===== src/rtl/pipeline_hazard_ctrl.sv =====
// Hazard/forwarding controller for the 5-stage CPU: shadows downstream writers,
// selects ID-stage operand/flag forwarding and stalls IF/ID on load-use.
module pipeline_hazard_ctrl #(
  parameter int unsigned REG_AW = 5,
  parameter int unsigned CNT_W  = 16
) (
  input  logic              clk,
  input  logic              reset,
  input  logic              id_valid,
  input  logic [REG_AW-1:0] id_rn,
  input  logic [REG_AW-1:0] id_rm,
  input  logic              id_use_a,
  input  logic              id_use_b,
  input  logic [REG_AW-1:0] id_rd,
  input  logic              id_reg_write,
  input  logic              id_mem_read,
  input  logic              id_set_flags,
  input  logic              id_use_flags,
  output logic [1:0]        fwd_a,
  output logic [1:0]        fwd_b,
  output logic              flag_fwd,
  output logic              stall,
  output logic [CNT_W-1:0]  stall_count
);

  typedef enum logic [1:0] {
    FWD_RF  = 2'b00,
    FWD_EX  = 2'b01,
    FWD_MEM = 2'b10
  } fwd_sel_e;

  typedef struct packed {
    logic              valid;
    logic [REG_AW-1:0] rd;
    logic              reg_write;
    logic              mem_read;
    logic              set_flags;
  } ex_stage_t;

  // Only the fields a later decision reads are shadowed past EX: WB is never
  // forwarded, and MEM-stage mem_read/set_flags feed no hazard or flag path.
  typedef struct packed {
    logic              valid;
    logic [REG_AW-1:0] rd;
    logic              reg_write;
  } mem_stage_t;

  localparam logic [REG_AW-1:0] XZR = '1;

  ex_stage_t  ex_q, ex_d;
  mem_stage_t mem_q, mem_d;
  logic [CNT_W-1:0] stall_count_q, stall_count_d;

  fwd_sel_e sel_a, sel_b;
  logic     ex_hit_a, ex_hit_b, mem_hit_a, mem_hit_b;
  logic     stall_w;

  function automatic logic writes(input logic              v,
                                  input logic              rw,
                                  input logic [REG_AW-1:0] rd,
                                  input logic [REG_AW-1:0] r);
    return v & rw & (rd == r) & (r != XZR);
  endfunction

  always_comb begin
    ex_hit_a  = writes(ex_q.valid,  ex_q.reg_write,  ex_q.rd,  id_rn);
    ex_hit_b  = writes(ex_q.valid,  ex_q.reg_write,  ex_q.rd,  id_rm);
    mem_hit_a = writes(mem_q.valid, mem_q.reg_write, mem_q.rd, id_rn);
    mem_hit_b = writes(mem_q.valid, mem_q.reg_write, mem_q.rd, id_rm);

    sel_a = FWD_RF;
    sel_b = FWD_RF;
    if (id_valid && id_use_a) begin
      if (ex_hit_a)       sel_a = FWD_EX;
      else if (mem_hit_a) sel_a = FWD_MEM;
    end
    if (id_valid && id_use_b) begin
      if (ex_hit_b)       sel_b = FWD_EX;
      else if (mem_hit_b) sel_b = FWD_MEM;
    end

    // A load in EX only has its data one cycle later, in MEM.
    stall_w = id_valid & ex_q.mem_read &
              ((id_use_a & ex_hit_a) | (id_use_b & ex_hit_b));
  end

  always_comb begin
    ex_d = '0;
    if (!stall_w) begin
      ex_d.valid     = id_valid;
      ex_d.rd        = id_rd & {REG_AW{id_valid}};
      ex_d.reg_write = id_reg_write & id_valid;
      ex_d.mem_read  = id_mem_read  & id_valid;
      ex_d.set_flags = id_set_flags & id_valid;
    end

    mem_d.valid     = ex_q.valid;
    mem_d.rd        = ex_q.rd;
    mem_d.reg_write = ex_q.reg_write;

    stall_count_d = stall_count_q;
    if (stall_w && (stall_count_q != '1)) stall_count_d = stall_count_q + CNT_W'(1);
  end

  always_ff @(posedge clk or posedge reset) begin
    if (reset) begin
      ex_q          <= '0;
      mem_q         <= '0;
      stall_count_q <= '0;
    end else begin
      ex_q          <= ex_d;
      mem_q         <= mem_d;
      stall_count_q <= stall_count_d;
    end
  end

  assign fwd_a       = sel_a;
  assign fwd_b       = sel_b;
  assign flag_fwd    = id_valid & id_use_flags & ex_q.valid & ex_q.set_flags;
  assign stall       = stall_w;
  assign stall_count = stall_count_q;

endmodule


===== config.mk =====
export PLATFORM = sky130hd
export DESIGN_NAME = pipeline_hazard_ctrl
export DESIGN_NICKNAME = d
export VERILOG_FILES = /design/src/rtl/pipeline_hazard_ctrl.sv
export SDC_FILE = /design/constraint.sdc
export NUM_CORES = 1
export LEC_CHECK = 0
export ABC_AREA = 1
export ABC_CLOCK_PERIOD_IN_PS = 4400
export CAP_MARGIN = 20
export CELL_PAD_IN_SITES_DETAIL_PLACEMENT = 0
export CELL_PAD_IN_SITES_GLOBAL_PLACEMENT = 1
export CORE_MARGIN = 1
export CORE_UTILIZATION = 39
export CTS_CLUSTER_DIAMETER = 150
export DETAILED_ROUTE_END_ITERATION = 8
export PLACE_DENSITY = 0.83
export SKIP_CTS_REPAIR_TIMING = 1
export SLEW_MARGIN = 15
export SYNTH_ARGS = -nofsm -noshare
export SYNTH_HDL_FRONTEND = slang
export SYNTH_SLANG_ARGS = --single-unit
export TNS_END_PERCENT = 20

===== constraint.sdc =====
create_clock -name clk -period 4.4 [get_ports clk]
set_clock_uncertainty 0.2 [all_clocks]
set_input_delay 0.44 -clock clk [delete_from_list [all_inputs] [get_ports clk]]
set_output_delay 0.44 -clock clk [all_outputs]
set_load 0.005 [all_outputs]

-- Word level (Yosys, flattened, before mapping)
Index checks and enable logic that the tools add are counted.
- bits in registers: 32
- bits of input ports: 24
- output and inout port bits: 22
- add/sub/neg operators: 1
- equal/unequal tests: 7
- multiplexer cells: 7
- bitwise gates (word level): 22
- reductions and logical operators: 3
- operators with widths (operator ; number):
    $and A1 B1 Y1 ; 20
    $eq A5 B5 Y1 ; 4
    $add A16 B1 Y16 const B ; 1
    $ne A16 B16 Y1 const B ; 1
    $mux W2 ; 6
    $ne A5 B5 Y1 const B ; 2
    $mux W9 ; 1
    $and A5 B5 Y5 ; 1
    $logic_and A1 B1 Y1 ; 3
    $or A1 B1 Y1 ; 1

-- Longest topological paths before layout
- depth after elaboration: 7
- depth in mapped cells: 12
- depth with buffers taken out: 11

-- Least setup slack after synthesis
No wires, ideal clock.
- kind: input-to-output
- from: in id_rn[4]
- to: out stall
- arrival: 1.220 ns
- required time: 3.760 ns
- path slack: 2.540 ns
- stages: 6
- buffers on the path: 0
- cells stage by stage: inv_2 > nand2_1 > nand2_1 > nor2_2 > nand4_4 > a21oi_2
- word-level cells in the longest chain between the ends: 6
- elaborated cells between the ends (all ways): 7
- those cells by class: eq/ne (2); bitwise (5)
- RTL lines (item ; line ; text):
    start: declaration ; 10 ; input logic [REG_AW-1:0] id_rn,
    $eq A5 B5 Y1 ; 62 ; return v & rw & (rd == r) & (r != XZR);
    $and A1 B1 Y1 ; 62 ;
    $and A1 B1 Y1 (*) ; 62 ;
    $and A1 B1 Y1 (*) ; 84 ; ((id_use_a & ex_hit_a) | (id_use_b & ex_hit_b));
    $or A1 B1 Y1 (*) ; 84 ;
    $and A1 B1 Y1 (*) ; 83 ; stall_w = id_valid & ex_q.mem_read &
    end: declaration ; 22 ; output logic stall,
Every way passes the cells marked *; elsewhere a longest branch is shown, timed or not.

-- Worst setup path after layout
- from: in id_rn[1]
- to: out stall
The elaborated chain is that of the path after synthesis.

==> results.yml <==
power_and_ir_drop:
  ir_worst_vdd_mv: 0.1911
  power.switching_mw: 0.1555
  p_int_mw: 0.5357
  clockPowerShare: 0.448
  seqPwrFrac: 0.447
  power.leakage_nw: 1.237
  total_power_mw: 0.6912
  combPwrFrac: 0.105
  powerDensity_nw_per_um2: 260.6
  switching_share: 0.2250
layout:
  drive_gt1_frac: 0.1374
  nNetsFinal: 337
  layout_common_cells: "nand2_1, clkdlybuf4s50_1, dfrtp_1, nor2_1, inv_1"
  num_antenna_cells: 0
  final_common_cell: "nand2_1"
  area_growth_pct: 31.35
route:
  drtAntennaViolNets: 0
  routed_wirelength_um: 4792
  vias_per_cell: 4.811
  drt_pass1_iterations: 4
  routedWlPerCell_um: 12.61
  vias: 1828
  drt_iter0_drc: 108
  drc: 0
sta:
  drv_slew: 0
  final.min_clock_period_ns: 3.131
  final-hold-violation-count: 0
  finalSetupTns_ns: 0
  fin_ws_ns: 1.269
  tightest_slew_ns: 0.6017
  setup-violations-final: 0
  fin_crit_sh: 0.7116
  max_slew_margin: 0.5964
  holdWs_ns: 0.1755
  rsz0062_at_grt: "no"
  fmax_mhz: 319.4
floorplanning:
  num_rows: 25
  fp.dieW_um: 73.96
  core_um2: 4848
  start_util: 0.4165
  die_y_um: 73.96
  dieArea_um2: 5470
  io-pin-count: 46
critical_path:
  crit_family: "buffers and inverters"
  critPathSlowestCell: "clkdlybuf4s50_1"
  crit_chain: "clkdlybuf4s50_1 -> inv_2 -> nand2_1 -> nand2_1 -> nor2_2 -> nand4_4 -> a21oi_2 -> clkdlybuf4s50_1"
  cp.required_ns: 3.76
  worstPathMaxFanout: 10
  max_stage_delay_ns: 0.59
  critPathBufInv: 3
  arrival_ns: 2.49
  path_class: "primary input to output pin"
  cp-end-kind: "output pin"
  critPathLaunchType: "primary input"
yosys:
  yosys_warnings: 0
  synth_top_area_share: 0.3965
  yosysSeqAreaShare: 0.3965
  synth_area_leaders: "dfrtp_1, nand2_1, nand4_1"
  synth_top_area_cell: "dfrtp_1"
  syn_nets: 289
  synth_area_um2: 2019
  ys_ff_latch: 32
  synthCells: 264
  syn_avg_cell_area_um2: 7.649
  yosysUniqueCellTypes: 31
grt:
  grt_usage: 0.1965
  grt_antenna_before_repair: 0
  grt_pass1_wl_um: 8231
  grt_max_degree: 33
  grt_overflow: 0
  first_global_vias: 1792
placed_design:
  port_buffers: 45
  post-place-ws_ns: 1.238
  gp_congestion: 0.8310
  hpwlAfterDp_um: 3535
clock_network:
  numCtsBuffers: 5
  cts_tree: "yes"
  cts-root-buf: "clkbuf_8"
  clk_pin_slew_ns: 0.07
  cts.path.max_buffers: 2
  clock_latency_ns: 0.28
  clock-sinks: 32
  cts.htree.levels: 2
outcome:
  status: "completed"
worst_hold_path:
  hold_path_class: "flop to flop"
run:
  maxCapViolCount: 0
state kept, by name, summed over array words and instances, names as in the netlist:
register and flops:
ex_q 9, mem_q 7, stall_count 16
path summary, 6_finish.rpt:
path / depth (start not counted) / from / end / slack (ns)
max: 8 / id_rn[1] / stall / 1.27
min: 0 / ex_q[2]$_DFF_PP0_ / mem_q[0]$_DFF_PP0_ / 0.18
max reg2reg: 7 / stall_count[0]$_DFFE_PP0P_ / stall_count[15]$_DFFE_PP0P_ / 2.28
max in group asynchronous: 3 / reset / stall_count[14]$_DFFE_PP0P_ / 3.35
min in group asynchronous: 3 / reset / stall_count[8]$_DFFE_PP0P_ / 0.35
min reg2reg: 0 / ex_q[2]$_DFF_PP0_ / mem_q[0]$_DFF_PP0_ / 0.18
cell usage after synthesis, drive strengths merged:
master	count
nor3	4
xnor2	9
ha	1
dfrtp	32
xor2	5
clkbuf	2
nor2b	1
o21ai	2
o221ai	1
buf	3
and3	1
a22o	1
o22ai	2
nand4	22
inv	28
a21oi	4
clkinv	1
nand2	98
nand3	15
nor2	32
final cells by class:
| class | instances | area (um^2) |
|---|---|---|
| Timing Repair Buffer | 46 | 457.9 |
| Multi-Input combinational cell | 198 | 1075 |
| Fill cell | 466 | 2196 |
| Sequential cell | 32 | 800.8 |
| Tap cell | 67 | 83.83 |
| Inverter | 29 | 108.9 |
| Clock inverter | 1 | 30.03 |
| Clock buffer | 7 | 96.34 |
stage by stage:
step / cells / area (um^2) / util
4_1_cts: 380 / 2653 / 0.5471
5_1_grt: 380 / 2653 / 0.5471
3_3_place_gp: 372 / 2526 / 0.5210
2_1_floorplan: 264 / 2019 / -
3_5_place_dp: 372 / 2526 / 0.5210
6_report: 380 / 2653 / 0.5471
power groups by stage:
stage          clock network (mW)  logic, mW  registers, mW
2_1_floorplan                   0     0.0379          0.313
3_3_place_gp                    0     0.0733          0.315
3_5_place_dp                    0     0.0731          0.315
4_1_cts                     0.314     0.0735          0.309
5_1_grt                     0.326     0.0811          0.310
6_report                    0.310     0.0724          0.309
layer usage:
| metal | part of all wire | up-vias | global-route usage |
|---|---|---|---|
| met4 | 0.0044 | 0 | 0.03205 |
| met2 | 0.45 | 43 | 0.3071 |
| li1 | - | 943 | - |
| met5 | 0 | - | 0 |
| met1 | 0.51 | 840 | 0.2877 |
| met3 | 0.035 | 2 | 0.03794 |
cells by family after synthesis:
logic type | Yosys count | share of synthesized area
DFF | 32 | 0.3965
buffers and inverters | 34 | 0.07125
adders and majority gates | 1 | 0.006195
and+or+nand+nor | 173 | 0.4319
AOI/OAI and AO/OA | 10 | 0.03346
xor gates and xnor gates | 14 | 0.06072
Power figures use the tool's default switching activity.
